===== config.mk =====
export PLATFORM = sky130hd
export DESIGN_NAME = ctrl_pipe_flat
export DESIGN_NICKNAME = d
export VERILOG_FILES = /design/src/rtl/ctrl_pkg.sv /design/src/rtl/ctrl_pipe_if.sv /design/src/rtl/ctrl_decode.sv /design/src/rtl/ctrl_pipe.sv /design/src/flat_wrapper.sv
export SDC_FILE = /design/constraint.sdc
export NUM_CORES = 1
export LEC_CHECK = 0
export BUFFER_PORTS_ARGS = -buffer_cell sky130_fd_sc_hd__buf_2
export CORE_MARGIN = 2
export CORE_UTILIZATION = 56
export DETAILED_ROUTE_END_ITERATION = 12
export PLACE_DENSITY_LB_ADDON = 0.08
export SLEW_MARGIN = 20
export SYNTH_ARGS = -nofsm -noshare
export SYNTH_HDL_FRONTEND = slang
export SYNTH_HIERARCHICAL = 1
export SYNTH_SLANG_ARGS = --single-unit
export TNS_END_PERCENT = 5

===== constraint.sdc =====
create_clock -name clk -period 3.3 [get_ports clk]
set_input_delay 0.66 -clock clk [delete_from_list [all_inputs] [get_ports clk]]
set_output_delay 0.66 -clock clk [all_outputs]
set_load 0.1 [all_outputs]

===== src/rtl/ctrl_pkg.sv =====
// Shared definitions for the ID/EX control pipeline: opcodes, field encodings,
// control-bundle layout and FSM state encoding.
package ctrl_pkg;

    localparam int OP_W   = 5;
    localparam int CTRL_W = 26;

    localparam logic [4:0] OP_HALT = 5'b00000;
    localparam logic [4:0] OP_NOP  = 5'b00001;
    localparam logic [4:0] OP_SIIC = 5'b00010;
    localparam logic [4:0] OP_RTI  = 5'b00011;
    localparam logic [4:0] OP_J    = 5'b00100;
    localparam logic [4:0] OP_JR   = 5'b00101;
    localparam logic [4:0] OP_JAL  = 5'b00110;
    localparam logic [4:0] OP_JALR = 5'b00111;
    localparam logic [4:0] OP_ST   = 5'b10000;
    localparam logic [4:0] OP_LD   = 5'b10001;
    localparam logic [4:0] OP_SLBI = 5'b10010;
    localparam logic [4:0] OP_STU  = 5'b10011;
    localparam logic [4:0] OP_LBI  = 5'b11000;

    localparam logic [4:0] ALUC_RTI = 5'b00001;

    localparam logic [1:0] DRS_NONE = 2'b00;
    localparam logic [1:0] DRS_RFMT = 2'b01;
    localparam logic [1:0] DRS_LINK = 2'b10;
    localparam logic [1:0] DRS_IFMT = 2'b11;

    localparam logic [2:0] IMM_NONE = 3'b000;
    localparam logic [2:0] IMM_ZX8  = 3'b001;
    localparam logic [2:0] IMM_I5   = 3'b100;
    localparam logic [2:0] IMM_I8   = 3'b101;
    localparam logic [2:0] IMM_D11  = 3'b110;

    // The listed bundle is 25 bits wide; the top bit of the 26-bit bus is reserved and always 0.
    localparam int B_RSVD      = 25;
    localparam int B_REGWRITE  = 24;
    localparam int B_MEMENABLE = 23;
    localparam int B_MEMWR     = 22;
    localparam int B_VAL2REG   = 21;
    localparam int B_ALUSEL    = 20;
    localparam int B_LINK      = 19;
    localparam int B_LBI       = 18;
    localparam int B_PCSEL     = 17;
    localparam int B_REGJMP    = 16;
    localparam int B_BFLAG     = 15;
    localparam int B_JFLAG     = 14;
    localparam int B_SIIC      = 13;
    localparam int B_HALT      = 12;
    localparam int B_DRS_LO    = 10;
    localparam int B_IMM_LO    = 7;
    localparam int B_ALUC_LO   = 2;
    localparam int B_CTRLERR   = 1;
    localparam int B_RTI       = 0;

    typedef struct packed {
        logic       rsvd;
        logic       reg_write;
        logic       mem_enable;
        logic       mem_wr;
        logic       val2reg;
        logic       alu_sel;
        logic       link;
        logic       lbi;
        logic       pc_sel;
        logic       reg_jmp;
        logic       b_flag;
        logic       j_flag;
        logic       siic;
        logic       halt;
        logic [1:0] dest_sel;
        logic [2:0] imm_sel;
        logic [4:0] alu_cntrl;
        logic       ctrl_err;
        logic       rti;
    } ctrl_t;

    typedef enum logic [1:0] {
        ST_RUN    = 2'd0,
        ST_EXC    = 2'd1,
        ST_DRAIN  = 2'd2,
        ST_HALTED = 2'd3
    } state_t;

endpackage


===== src/rtl/ctrl_pipe_if.sv =====
// Fetch/decode-side bus of the control pipeline; master drives instructions,
// slave (ctrl_pipe) returns the registered ID/EX bundle and control status.
interface ctrl_pipe_if import ctrl_pkg::*; #(
    parameter int OPW = OP_W,
    parameter int PCW = 16
);
    logic              instr_valid;
    logic [OPW-1:0]    instr_op;
    logic [PCW-1:0]    pc_inc;
    logic              stall;
    logic              flush;
    logic              ex_valid;
    logic [CTRL_W-1:0] ex_ctrl;
    logic              fetch_stop;
    logic              halted;
    logic              redirect;
    logic [PCW-1:0]    redirect_pc;
    logic [PCW-1:0]    epc;

    modport master (
        output instr_valid, instr_op, pc_inc, stall, flush,
        input  ex_valid, ex_ctrl, fetch_stop, halted, redirect, redirect_pc, epc
    );

    modport slave (
        input  instr_valid, instr_op, pc_inc, stall, flush,
        output ex_valid, ex_ctrl, fetch_stop, halted, redirect, redirect_pc, epc
    );
endinterface


===== src/rtl/ctrl_decode.sv =====
// Purely combinational opcode to control-bundle decoder; the table is defined
// for 5-bit opcodes only.
module ctrl_decode import ctrl_pkg::*; #(
    parameter int OPW = OP_W
) (
    input  logic [OPW-1:0]    op_i,
    output logic [CTRL_W-1:0] ctrl_o
);

    ctrl_t c;

    always_comb begin
        c           = '0;
        c.alu_cntrl = op_i;
        casez (op_i)
            5'b000??: begin
                c.alu_sel  = 1'b1;
                c.dest_sel = DRS_IFMT;
                c.imm_sel  = IMM_I5;
                c.halt     = (op_i == OP_HALT);
                c.siic     = (op_i == OP_SIIC);
                if (op_i == OP_RTI) begin
                    c.rti       = 1'b1;
                    c.alu_cntrl = ALUC_RTI;
                end
            end
            5'b010?0, 5'b101?0: begin
                c.reg_write = 1'b1;
                c.alu_sel   = 1'b1;
                c.dest_sel  = DRS_IFMT;
                c.imm_sel   = IMM_I5;
            end
            // Illegal encodings collapse to a NOP carrying only the error flag.
            5'b010?1, 5'b101?1: begin
                c          = '0;
                c.ctrl_err = 1'b1;
            end
            OP_ST: begin
                c.mem_enable = 1'b1;
                c.mem_wr     = 1'b1;
                c.alu_sel    = 1'b1;
                c.dest_sel   = DRS_IFMT;
                c.imm_sel    = IMM_I5;
            end
            OP_LD: begin
                c.mem_enable = 1'b1;
                c.val2reg    = 1'b1;
                c.reg_write  = 1'b1;
                c.alu_sel    = 1'b1;
                c.dest_sel   = DRS_IFMT;
                c.imm_sel    = IMM_I5;
            end
            OP_STU: begin
                c.alu_sel    = 1'b1;
                c.imm_sel    = IMM_I5;
                c.reg_write  = 1'b1;
                c.mem_enable = 1'b1;
                c.mem_wr     = 1'b1;
            end
            5'b11001, 5'b1101?, 5'b111??: begin
                c.dest_sel  = DRS_RFMT;
                c.reg_write = 1'b1;
            end
            5'b011??: begin
                c.imm_sel = IMM_I8;
            end
            OP_LBI: begin
                c.alu_sel   = 1'b1;
                c.reg_write = 1'b1;
                c.lbi       = 1'b1;
                c.imm_sel   = IMM_I8;
            end
            OP_SLBI: begin
                c.alu_sel   = 1'b1;
                c.reg_write = 1'b1;
                c.imm_sel   = IMM_ZX8;
            end
            OP_J, OP_JAL: begin
                c.j_flag    = 1'b1;
                c.b_flag    = 1'b1;
                c.imm_sel   = IMM_D11;
                c.alu_sel   = 1'b1;
                c.dest_sel  = DRS_LINK;
                c.link      = (op_i == OP_JAL);
                c.reg_write = (op_i == OP_JAL);
            end
            OP_JR: begin
                c.reg_jmp  = 1'b1;
                c.b_flag   = 1'b1;
                c.imm_sel  = IMM_I8;
                c.alu_sel  = 1'b1;
                c.dest_sel = DRS_LINK;
            end
            OP_JALR: begin
                c.reg_jmp   = 1'b1;
                c.link      = 1'b1;
                c.reg_write = 1'b1;
                c.imm_sel   = IMM_I8;
                c.alu_sel   = 1'b1;
                c.dest_sel  = DRS_LINK;
            end
            default: c = '0;
        endcase
    end

    assign ctrl_o = c;

endmodule


===== src/rtl/ctrl_pipe.sv =====
// ID/EX control pipeline register with stall/flush handling, plus the
// SIIC/RTI exception and halt-drain state machine.
module ctrl_pipe import ctrl_pkg::*; #(
    parameter int             OPW     = OP_W,
    parameter int             PCW     = 16,
    parameter int             DRAIN   = 3,
    parameter logic [PCW-1:0] EXC_VEC = 16'h0002
) (
    input  logic       clk,
    input  logic       rst,
    ctrl_pipe_if.slave bus
);

    logic [CTRL_W-1:0] dec;
    logic              accept;

    state_t            state_q, state_d;
    logic [3:0]        cnt_q, cnt_d;
    logic              ex_valid_q;
    logic [CTRL_W-1:0] ex_ctrl_q;
    logic [PCW-1:0]    epc_q;
    logic [PCW-1:0]    redirect_pc_q;
    logic              rti_redir_q;

    ctrl_decode #(.OPW(OPW)) u_decode (
        .op_i   (bus.instr_op),
        .ctrl_o (dec)
    );

    always_ff @(posedge clk or posedge rst) begin
        if (rst) begin
            state_q <= ST_RUN;
            cnt_q   <= '0;
        end else begin
            state_q <= state_d;
            cnt_q   <= cnt_d;
        end
    end

    // SIIC wins over Halt only notionally: a single opcode never carries both.
    always_comb begin
        state_d = state_q;
        cnt_d   = cnt_q;
        unique case (state_q)
            ST_RUN: begin
                if (accept && dec[B_SIIC]) begin
                    state_d = ST_EXC;
                end else if (accept && dec[B_HALT]) begin
                    state_d = ST_DRAIN;
                    cnt_d   = 4'(DRAIN - 1);
                end
            end
            ST_EXC:    state_d = ST_RUN;
            ST_DRAIN: begin
                if (cnt_q == 4'd0) begin
                    state_d = ST_HALTED;
                end else begin
                    cnt_d = cnt_q - 4'd1;
                end
            end
            ST_HALTED: state_d = ST_HALTED;
            default:   state_d = ST_RUN;
        endcase
    end

    always_comb begin
        accept         = bus.instr_valid && !bus.stall && !bus.flush && (state_q == ST_RUN);
        bus.fetch_stop = (state_q == ST_DRAIN) || (state_q == ST_HALTED);
        bus.halted     = (state_q == ST_HALTED);
        bus.redirect   = (state_q == ST_EXC) || rti_redir_q;
    end

    always_ff @(posedge clk or posedge rst) begin
        if (rst) begin
            ex_valid_q    <= 1'b0;
            ex_ctrl_q     <= '0;
            epc_q         <= '0;
            redirect_pc_q <= '0;
            rti_redir_q   <= 1'b0;
        end else begin
            if (bus.flush) begin
                ex_valid_q <= 1'b0;
                ex_ctrl_q  <= '0;
            end else if (!bus.stall) begin
                ex_valid_q <= accept;
                ex_ctrl_q  <= accept ? dec : '0;
            end
            rti_redir_q <= accept && dec[B_RTI];
            if (accept && dec[B_RTI]) begin
                redirect_pc_q <= epc_q;
            end
            if (accept && dec[B_SIIC]) begin
                epc_q         <= bus.pc_inc;
                redirect_pc_q <= EXC_VEC;
            end
        end
    end

    assign bus.ex_valid    = ex_valid_q;
    assign bus.ex_ctrl     = ex_ctrl_q;
    assign bus.epc         = epc_q;
    assign bus.redirect_pc = redirect_pc_q;

endmodule


===== src/flat_wrapper.sv =====
// flat-port wrapper written by rule: the top's interface ports become plain ports
module ctrl_pipe_flat import ctrl_pkg::*;
#(
    parameter int             OPW     = OP_W,
    parameter int             PCW     = 16,
    parameter int             DRAIN   = 3,
    parameter logic [PCW-1:0] EXC_VEC = 16'h0002
)
  (clk, rst, bus_instr_valid, bus_instr_op, bus_pc_inc, bus_stall, bus_flush, bus_ex_valid, bus_ex_ctrl, bus_fetch_stop, bus_halted, bus_redirect, bus_redirect_pc, bus_epc);
  ctrl_pipe_if #(.OPW(OPW), .PCW(PCW)) bus_i ();
  input  logic clk;
  input  logic rst;
  input wire logic [$bits(bus_i.instr_valid)-1:0] bus_instr_valid;
  input wire logic [$bits(bus_i.instr_op)-1:0] bus_instr_op;
  input wire logic [$bits(bus_i.pc_inc)-1:0] bus_pc_inc;
  input wire logic [$bits(bus_i.stall)-1:0] bus_stall;
  input wire logic [$bits(bus_i.flush)-1:0] bus_flush;
  output wire logic [$bits(bus_i.ex_valid)-1:0] bus_ex_valid;
  output wire logic [$bits(bus_i.ex_ctrl)-1:0] bus_ex_ctrl;
  output wire logic [$bits(bus_i.fetch_stop)-1:0] bus_fetch_stop;
  output wire logic [$bits(bus_i.halted)-1:0] bus_halted;
  output wire logic [$bits(bus_i.redirect)-1:0] bus_redirect;
  output wire logic [$bits(bus_i.redirect_pc)-1:0] bus_redirect_pc;
  output wire logic [$bits(bus_i.epc)-1:0] bus_epc;
  assign bus_i.instr_valid = bus_instr_valid;
  assign bus_i.instr_op = bus_instr_op;
  assign bus_i.pc_inc = bus_pc_inc;
  assign bus_i.stall = bus_stall;
  assign bus_i.flush = bus_flush;
  assign bus_ex_valid = bus_i.ex_valid;
  assign bus_ex_ctrl = bus_i.ex_ctrl;
  assign bus_fetch_stop = bus_i.fetch_stop;
  assign bus_halted = bus_i.halted;
  assign bus_redirect = bus_i.redirect;
  assign bus_redirect_pc = bus_i.redirect_pc;
  assign bus_epc = bus_i.epc;
  ctrl_pipe #(.OPW(OPW), .PCW(PCW), .DRAIN(DRAIN), .EXC_VEC(EXC_VEC)) u_core (.clk(clk), .rst(rst), .bus(bus_i));
endmodule

==> metrics.yaml, run 1 <==
outcome:
  status: "finished clean"
yosys:
  yosys.area.top_type: "sky130_fd_sc_hd__dfrtp_1"
  synthesis.area_sq_um: 3150
  yosys-top-cells-area: "sky130_fd_sc_hd__dfrtp_1 (52%), sky130_fd_sc_hd__a22o_1 (7.2%), sky130_fd_sc_hd__mux2_2 (5.7%)"
  number_of_enable_type_register_cells_in_the_synthesized_netlist: 0
  synth_async_sr_flop_share_pct: 100
  synthCells: 289
  synth.avg_cell_area_sq_um: 10.9
  synth_cell_types: 52
  yosys.area.top_type_share_pct: 52.4
  yosys_warnings: 6
  share_of_synthesized_area_occupied_by_flip_flops_and_latches_pct: 52.4
  synth-seq-cells: 66
  synth_ff_type: "sky130_fd_sc_hd__dfrtp_1"
detailed_routing:
  drt_wl_total_um: 7060
  route.detailed.drc: 0
  routed_wire_length_per_instance_um: 15.9
  num_vias: 2488
  final_antenna_net_count: 0
  viasPerCell: 5.59
  detail_route.first_pass.iterations: 4
  initialDrtViolationCount: 104
global_route:
  number_of_antenna_violations_at_the_first_check_in_global_routing: 0
  pin_count_of_the_biggest_net_entering_global_routing: 32
  gr-total-overflow: 0
  wire_length_of_the_first_global_routing_pass_um: 11600
  grtUsageTotal_pct: 24.2
  via_count_of_the_first_global_routing_pass: 2322
worst_setup_path:
  worst_path_maximum_fanout: 31
  crit_type: "input port to flip-flop"
  timing.critical_path.from_type: "input port"
  timing.critical_path.arrival_ns: 2.46
  cp.required_ns: 3.52
  critical_path.endpoint_type: "flip-flop"
  timing.critical_path.slowest_cell_delay_ns: 0.41
  crit_path_cell_trace: "buf_2, or3_4, nor2_1, nor2b_2, and2_1, buf_4, mux2_2"
  critical_path.slowest_cell: "sky130_fd_sc_hd__or3_4"
clock_tree:
  numCtsBuffers: 9
  cts_tree: "done"
  tritoncts_num_sinks: 66
  h-tree-depth: 3
  cts_root_buffer: "sky130_fd_sc_hd__clkbuf_8"
  clkLatencyLatePin_ns: 0.34
  cts.reportedPaths.clkPinSlew_ns: 0.08
  cts-resized-gates: 0
  cts.repair_timing.setup_buffer_count: 0
  cts.hold.buffers_added: 0
  clock_tree.buffer_depth: 2
finish:
  post_route_cells_drive_above_1_share_pct: 37.3
  nets_finish: 395
  number_of_filler_cells_placed_in_the_layout: 475
  count_of_inserted_antenna_diode_cells: 0
  layout.cells.non_filler: 445
  area_delta_synth_final_pct: 19.2
placed_design:
  place_inst: 429
  io_buffer_count: 87
  gp_congestion: 0.766
  place_hpwl_um: 4720
sta:
  slew_headroom_pct: 48.3
  worst_slew_pin_slew_ns: 0.775
  grt_setup_unrepaired: "false"
  timing_hold_violations_final: 0
  setup_violations: 0
  final.setup.tns_ns: 0
  fin_crit_ns: 2.24
  timing.final.crit_share_pct: 68.0
  fmaxAchievable_mhz: 446
  max_clock_skew_ns: 0.00864
  finalMaxSlewViolations: 0
power_and_ir_drop:
  power_density_nw_per_um2: 439
  power.ir.vdd_worst_mv: 0.233
  p_leak_nw: 2.00
floorplanning:
  initial_utilization_pct: 57.6
  die_outline_height_um: 79.0
  design.core.area_sq_um: 5470
  die_x_um: 79.0
  io-pin-count: 88
  die_area_sq_um: 6250
  placement_rows: 27
flow_run:
  timing.max_cap.violations: 0
worst_hold_path:
  hold_path.class: "input port to asynchronous set/reset pin"
[worst max-delay path, delay by kind of cell]
family | cells | cell delay, ns
mux | 1 | 0.39
simple gates | 4 | 0.90
buf+inv | 2 | 0.49
[sequential cells by signal, indices dropped and copies added, names as in the netlist]
register                flops
u_core/state_q              2
u_core/bus.ex_ctrl         26
u_core/bus.redirect_pc     16
u_core/rti_redir_q          1
u_core/bus.ex_valid         1
u_core/bus.epc             16
u_core/cnt_q                4
[through the flow]
step                util, %  hold WS (ns)  worst slack (ns)  total power [W]  instance area, sq um
detailed placement     64.7         0.461             0.719         0.000920                  3540
floorplan                 -         0.473             0.985         0.000892                  3160
finish                 68.7         0.278              1.06          0.00165                  3760
CTS                    68.7         0.282              1.09          0.00166                  3760
global placement       64.7         0.457             0.785         0.000919                  3540
global route           68.7         0.296             0.963          0.00171                  3760
[Yosys cell counts (4+ instances only)]
cell                       instances
sky130_fd_sc_hd__buf_4             5
sky130_fd_sc_hd__nor2_1           12
sky130_fd_sc_hd__mux2_2           16
sky130_fd_sc_hd__nand2_1          12
sky130_fd_sc_hd__buf_2             6
sky130_fd_sc_hd__o21ai_1           4
sky130_fd_sc_hd__inv_1             7
sky130_fd_sc_hd__a22o_1           26
sky130_fd_sc_hd__o21ai_0          17
sky130_fd_sc_hd__a21oi_1          25
sky130_fd_sc_hd__nor2b_1           8
sky130_fd_sc_hd__nand3_1          22
sky130_fd_sc_hd__dfrtp_1          66
sky130_fd_sc_hd__clkbuf_1          7
sky130_fd_sc_hd__nand2b_1          4
sky130_fd_sc_hd__buf_6             5
[area by class of cell]
| type | count | area [sq um] | share of cell area [%] |
|---|---|---|---|
| inverters | 8 | 30.0 | 0.799 |
| clock inverters | 6 | 88.8 | 2.36 |
| well taps | 72 | 90.1 | 2.40 |
| clock buffers | 10 | 128 | 3.40 |
| multi-input cells | 190 | 1290 | 34.3 |
| flip-flops and latches | 66 | 1650 | 43.9 |
| repair buffers | 93 | 480 | 12.8 |
[metal layers]
metal	track usage, %	share of wire [%]	up-vias	wire [um]
met4	10.5	1.8	0	124
met5	0	0	-	0
met1	34.3	44	1206	3090
li1	-	-	1190	-
met2	36.2	49	82	3440
met3	5.11	5.7	10	405
[where the power goes]
group	internal (W)	total [W]	switching, W
Clock	0.000427	0.000745	0.000319
Combinational	0.0000310	0.0000942	0.0000632
Sequential	0.000809	0.000809	0.000000275
Total	0.00127	0.00165	0.000382
[kinds of logic after synthesis]
logic type,after synthesis,share of synthesized area (%)
adders and majority gates,1,0.397
muxes,17,6.03
DFF,66,52.4
and+or+nand+nor,82,15.5
AOI/OAI and AO/OA,88,18.5
other,1,0.119
buffers and inverters,34,7.10
[worst paths after layout]
kind                                       start                      to  slack (ns)  depth (start not counted)
max in group asynchronous                    rst   u_core/bus.ex_ctrl[9]        2.30                          3
min                                          rst      u_core/bus.epc[11]        0.28                          2
min in group clk           u_core/bus.ex_ctrl[0]   u_core/bus.ex_ctrl[0]        0.48                          1
max                              bus_instr_op[3]      u_core/bus.epc[10]        1.06                          7
min reg2reg                u_core/bus.ex_ctrl[0]   u_core/bus.ex_ctrl[0]        0.48                          1
max reg2reg                    u_core/state_q[1]  u_core/bus.ex_ctrl[21]        1.17                          3
[cells in the final DEF (no fill, tap or decap), types with 6 or more instances in the layout]
cell,n
sky130_fd_sc_hd__inv_1,6
sky130_fd_sc_hd__nand2_1,12
sky130_fd_sc_hd__dfrtp_1,66
sky130_fd_sc_hd__mux2_2,16
sky130_fd_sc_hd__a22o_1,26
sky130_fd_sc_hd__clkbuf_8,9
sky130_fd_sc_hd__a21oi_1,25
sky130_fd_sc_hd__nor2_1,12
sky130_fd_sc_hd__nor2b_1,8
sky130_fd_sc_hd__buf_2,87
sky130_fd_sc_hd__o21ai_0,17
sky130_fd_sc_hd__nand3_1,22
sky130_fd_sc_hd__buf_4,6
Power figures use the tool's default switching activity.
==> run 2, diff against run 1 <==
--- a/config.mk
+++ b/config.mk
@@ -5,9 +5,10 @@
 export SDC_FILE = /design/constraint.sdc
 export NUM_CORES = 1
 export LEC_CHECK = 0
+export ABC_AREA = 1
 export BUFFER_PORTS_ARGS = -buffer_cell sky130_fd_sc_hd__buf_2
 export CORE_MARGIN = 2
-export CORE_UTILIZATION = 56
+export CORE_UTILIZATION = 52
 export DETAILED_ROUTE_END_ITERATION = 12
 export PLACE_DENSITY_LB_ADDON = 0.08
 export SLEW_MARGIN = 20
==> constraint.sdc (replaced) <==
create_clock -name clk -period 2.2 [get_ports clk]
set_input_delay 0.44 -clock clk [delete_from_list [all_inputs] [get_ports clk]]
set_output_delay 0.44 -clock clk [all_outputs]
set_load 0.1 [all_outputs]
==> run 2 against run 1 <==
  * Total power up 54%
  * First-iteration DRC count grew 85%
  * Count of clock-buffer cells in the layout stayed put
  * Register-to-register slack worse by 0.62 ns
  * Area after synthesis rose by 0.79%
  * Critical endpoint is now bus_redirect
  * Via count grew 15%
==> metrics.yaml, run 2 <==
worst_setup_path:
  rr_startpoint: "u_core/cnt_q[0]"  # was u_core/state_q[1]
  register_to_register_setup_slack_ns: 0.55  # was 1.17 ns
  critical_path.endpoint_type: "primary output"  # was flip-flop
  worstRegToRegCells: 8  # was 3
  cp.required_ns: 1.76  # was 3.52 ns
  timing.critical_path.arrival_ns: 1.41  # was 2.46 ns
  timing.critical_path.from_type: "flip-flop"  # was input port
  crit_type: "flip-flop to primary output"  # was input port to flip-flop
  r2r_end: "u_core/cnt_q[1]"  # was u_core/bus.ex_ctrl[21]
  worst_path_maximum_fanout: 4  # was 31
detailed_routing:
  drt_wl_total_um: 7480  # was 7060 um
  final_antenna_net_count: 0  # unchanged
  initialDrtViolationCount: 192  # was 104
  route.detailed.drc: 0  # unchanged
  num_vias: 2860  # was 2488
  viasPerCell: 5.14  # was 5.59
  detail_route.first_pass.iterations: 4  # unchanged
  routed_wire_length_per_instance_um: 13.5  # was 15.9 um
clock_tree:
  cts.hold.buffers_added: 0  # unchanged
  clkLatencyLatePin_ns: 0.33  # was 0.34 ns
  tritoncts_num_sinks: 66  # unchanged
  clock_tree.buffer_depth: 2  # unchanged
  cts_root_buffer: "sky130_fd_sc_hd__clkbuf_8"  # unchanged
  cts_tree: "done"  # unchanged
  cts-resized-gates: 0  # unchanged
  cts.repair_timing.setup_buffer_count: 0  # unchanged
  numCtsBuffers: 9  # unchanged
  cts.reportedPaths.clkPinSlew_ns: 0.08  # about the same
  h-tree-depth: 3  # unchanged
yosys:
  yosys.area.top_type: "sky130_fd_sc_hd__dfrtp_1"  # unchanged
  synthesis.area_sq_um: 3180  # was 3150 sq um
  number_of_enable_type_register_cells_in_the_synthesized_netlist: 0  # unchanged
  synth.avg_cell_area_sq_um: 8.15  # was 10.9 sq um
  yosys_warnings: 6  # unchanged
  synth_cell_types: 28  # was 52
  yosys-top-cells-count: "sky130_fd_sc_hd__nand2_1 (111), sky130_fd_sc_hd__nand3_1 (80), sky130_fd_sc_hd__dfrtp_1 (66)"  # was sky130_fd_sc_hd__dfrtp_1 (66), sky130_fd_sc_hd__a22o_1 (26), sky130_fd_sc_hd__a21oi_1 (25)
  synth-seq-cells: 66  # unchanged
  synth.most_common_cell: "sky130_fd_sc_hd__nand2_1"  # was sky130_fd_sc_hd__dfrtp_1
  synthCells: 390  # was 289
  synth_ff_type: "sky130_fd_sc_hd__dfrtp_1"  # unchanged
  synth_async_sr_flop_share_pct: 100  # unchanged
  yosys.area.top_type_share_pct: 52.0  # was 52.4%
  share_of_synthesized_area_occupied_by_flip_flops_and_latches_pct: 52.0  # was 52.4%
  yosys-top-cells-area: "sky130_fd_sc_hd__dfrtp_1 (52%), sky130_fd_sc_hd__nand2_1 (13%), sky130_fd_sc_hd__nand3_1 (13%)"  # was sky130_fd_sc_hd__dfrtp_1 (52%), sky130_fd_sc_hd__a22o_1 (7.2%), sky130_fd_sc_hd__mux2_2 (5.7%)
global_route:
  via_count_of_the_first_global_routing_pass: 2566  # was 2322
  grtUsageTotal_pct: 23.4  # was 24.2%
  wire_length_of_the_first_global_routing_pass_um: 12100  # was 11600 um
  gr-total-overflow: 0  # unchanged
  number_of_antenna_violations_at_the_first_check_in_global_routing: 0  # unchanged
  pin_count_of_the_biggest_net_entering_global_routing: 37  # was 32
sta:
  max_clock_skew_ns: 0.00801  # was 0.00864 ns
  fmaxAchievable_mhz: 541
  timing.final.crit_share_pct: 84.1
  final.setup.tns_ns: 0  # unchanged
  setup_violations: 0  # unchanged
  grt_setup_unrepaired: "false"  # unchanged
  fin_crit_ns: 1.85
  timing_hold_violations_final: 0  # unchanged
  finalHoldWorstSlack_ns: 0.0137  # was 0.278 ns
  finalMaxSlewViolations: 0  # unchanged
power_and_ir_drop:
  power.ir.vdd_worst_mv: 0.498  # was 0.233 mV
  p_leak_nw: 2.39  # was 2.00 nW
  power_density_nw_per_um2: 646  # was 439 nW/um^2
  clock_power_share_pct: 45.6  # was 45.2%
  share_comb_of_total_power_pct: 6.5  # was 5.7%
  cell_internal_pwr_w: 0.00193  # was 0.00127 W
  power.sequential.fraction_pct: 47.9  # was 49.1%
  power_switching_w: 0.000598  # was 0.000382 W
  power_switching_share_pct: 23.6  # was 23.2%
finish:
  regArea_sq_um: 1650  # unchanged
  most_common_cell_after_layout_fill_and_taps_aside: "sky130_fd_sc_hd__nand2_1"  # was sky130_fd_sc_hd__buf_2
  nets_finish: 503  # was 395
  count_of_inserted_antenna_diode_cells: 0  # unchanged
  most-common-layout-cells: "sky130_fd_sc_hd__nand2_1 (111), sky130_fd_sc_hd__buf_2 (87), sky130_fd_sc_hd__nand3_1 (80)"  # was sky130_fd_sc_hd__buf_2 (87), sky130_fd_sc_hd__dfrtp_1 (66), sky130_fd_sc_hd__a22o_1 (26)
  post_route_cells_drive_above_1_share_pct: 29.5  # was 37.3%
  largest_register_ffs: 26  # unchanged
  area_delta_synth_final_pct: 23.4  # was 19.2%
  number_of_filler_cells_placed_in_the_layout: 534  # was 475
  multi_input_area_sq_um: 1270  # was 1290 sq um
placed_design:
  place_hpwl_um: 5350  # was 4720 um
  gp_congestion: 0.900  # was 0.766
  io_buffer_count: 87  # unchanged
worst_hold_path:
  hold_path.class: "input port to asynchronous set/reset pin"  # unchanged
floorplanning:
  die_x_um: 82.2  # was 79.0 um
  placement_rows: 28  # was 27
  die_area_sq_um: 6750  # was 6250 sq um
  io-pin-count: 88  # unchanged
  die_outline_height_um: 82.2  # was 79.0 um
  initial_utilization_pct: 53.7  # was 57.6%
  design.core.area_sq_um: 5920  # was 5470 sq um
flow_run:
  timing.max_cap.violations: 0  # unchanged
outcome:
  status: "finished clean"  # unchanged
run 2: cell families after synthesis:
group,count (synthesis),synth area share (%)
AO/OA/AOI/OAI,24,4.09
AND/OR/NAND/NOR,240,35.2
other,1,0.118
buffers and inverters,58,8.19
adder cells (fa/ha/maj),1,0.394
flip-flops,66,52.0
run 2: cell type report:
| cell class | count | area share, % |
|---|---|---|
| clock buffers | 10 | 3.51 |
| clock inverters | 6 | 2.27 |
| inverters | 34 | 3.38 |
| multi-input cells | 267 | 32.5 |
| flip-flops and latches | 66 | 42.1 |
| well taps | 75 | 2.39 |
| repair buffers | 98 | 13.8 |
run 2: worst max path at each step:
stage | startpoint | endpoint | slack, ns | cells after the start
after CTS | u_core/state_q[0] | bus_redirect | 0.33 | 3
after floorplan | rst | u_core/bus.epc[0] | 0.11 | 1
after detailed placement | bus_instr_op[2] | u_core/cnt_q[2] | 0.20 | 11
after global routing | u_core/state_q[0] | bus_redirect | 0.28 | 3
final | u_core/state_q[0] | bus_redirect | 0.35 | 3
after global placement | bus_instr_op[2] | u_core/bus.epc[15] | 0.26 | 10
run 2: metal layers:
metal	routed length (um)	global-route usage [%]	vias to the layer above
met3	431	5.00	6
met1	3610	35.6	1351
li1	-	-	1424
met2	3370	33.0	79
met5	0	0	-
met4	72	8.17	0
run 2: through the flow:
step                      cell area, sq um  power, W  setup slack, ns  instances  utilization [%]
after global routing                  3920   0.00263            0.281        556             66.2
after CTS                             3920   0.00254            0.333        556             66.2
after detailed placement              3690   0.00140            0.200        540             62.4
final                                 3920   0.00253            0.350        556             66.2
after global placement                3690   0.00140            0.255        540             62.4
after floorplan                       3190   0.00134            0.105        391                -
run 2: power by group through the flow:
stage | logic [W] | registers (W) | clock network [W]
after detailed placement | 0.000165 | 0.00124 | 0
after floorplan | 0.000107 | 0.00124 | 0
after CTS | 0.000165 | 0.00121 | 0.00117
after global routing | 0.000183 | 0.00121 | 0.00123
final | 0.000164 | 0.00121 | 0.00115
after global placement | 0.000162 | 0.00124 | 0
run 2: critical path, stage by stage (launching register included):
cell and delay, ns:
sky130_fd_sc_hd__dfrtp_1 0.43, sky130_fd_sc_hd__inv_1 0.11, sky130_fd_sc_hd__o21bai_2 0.11, sky130_fd_sc_hd__buf_2 0.43
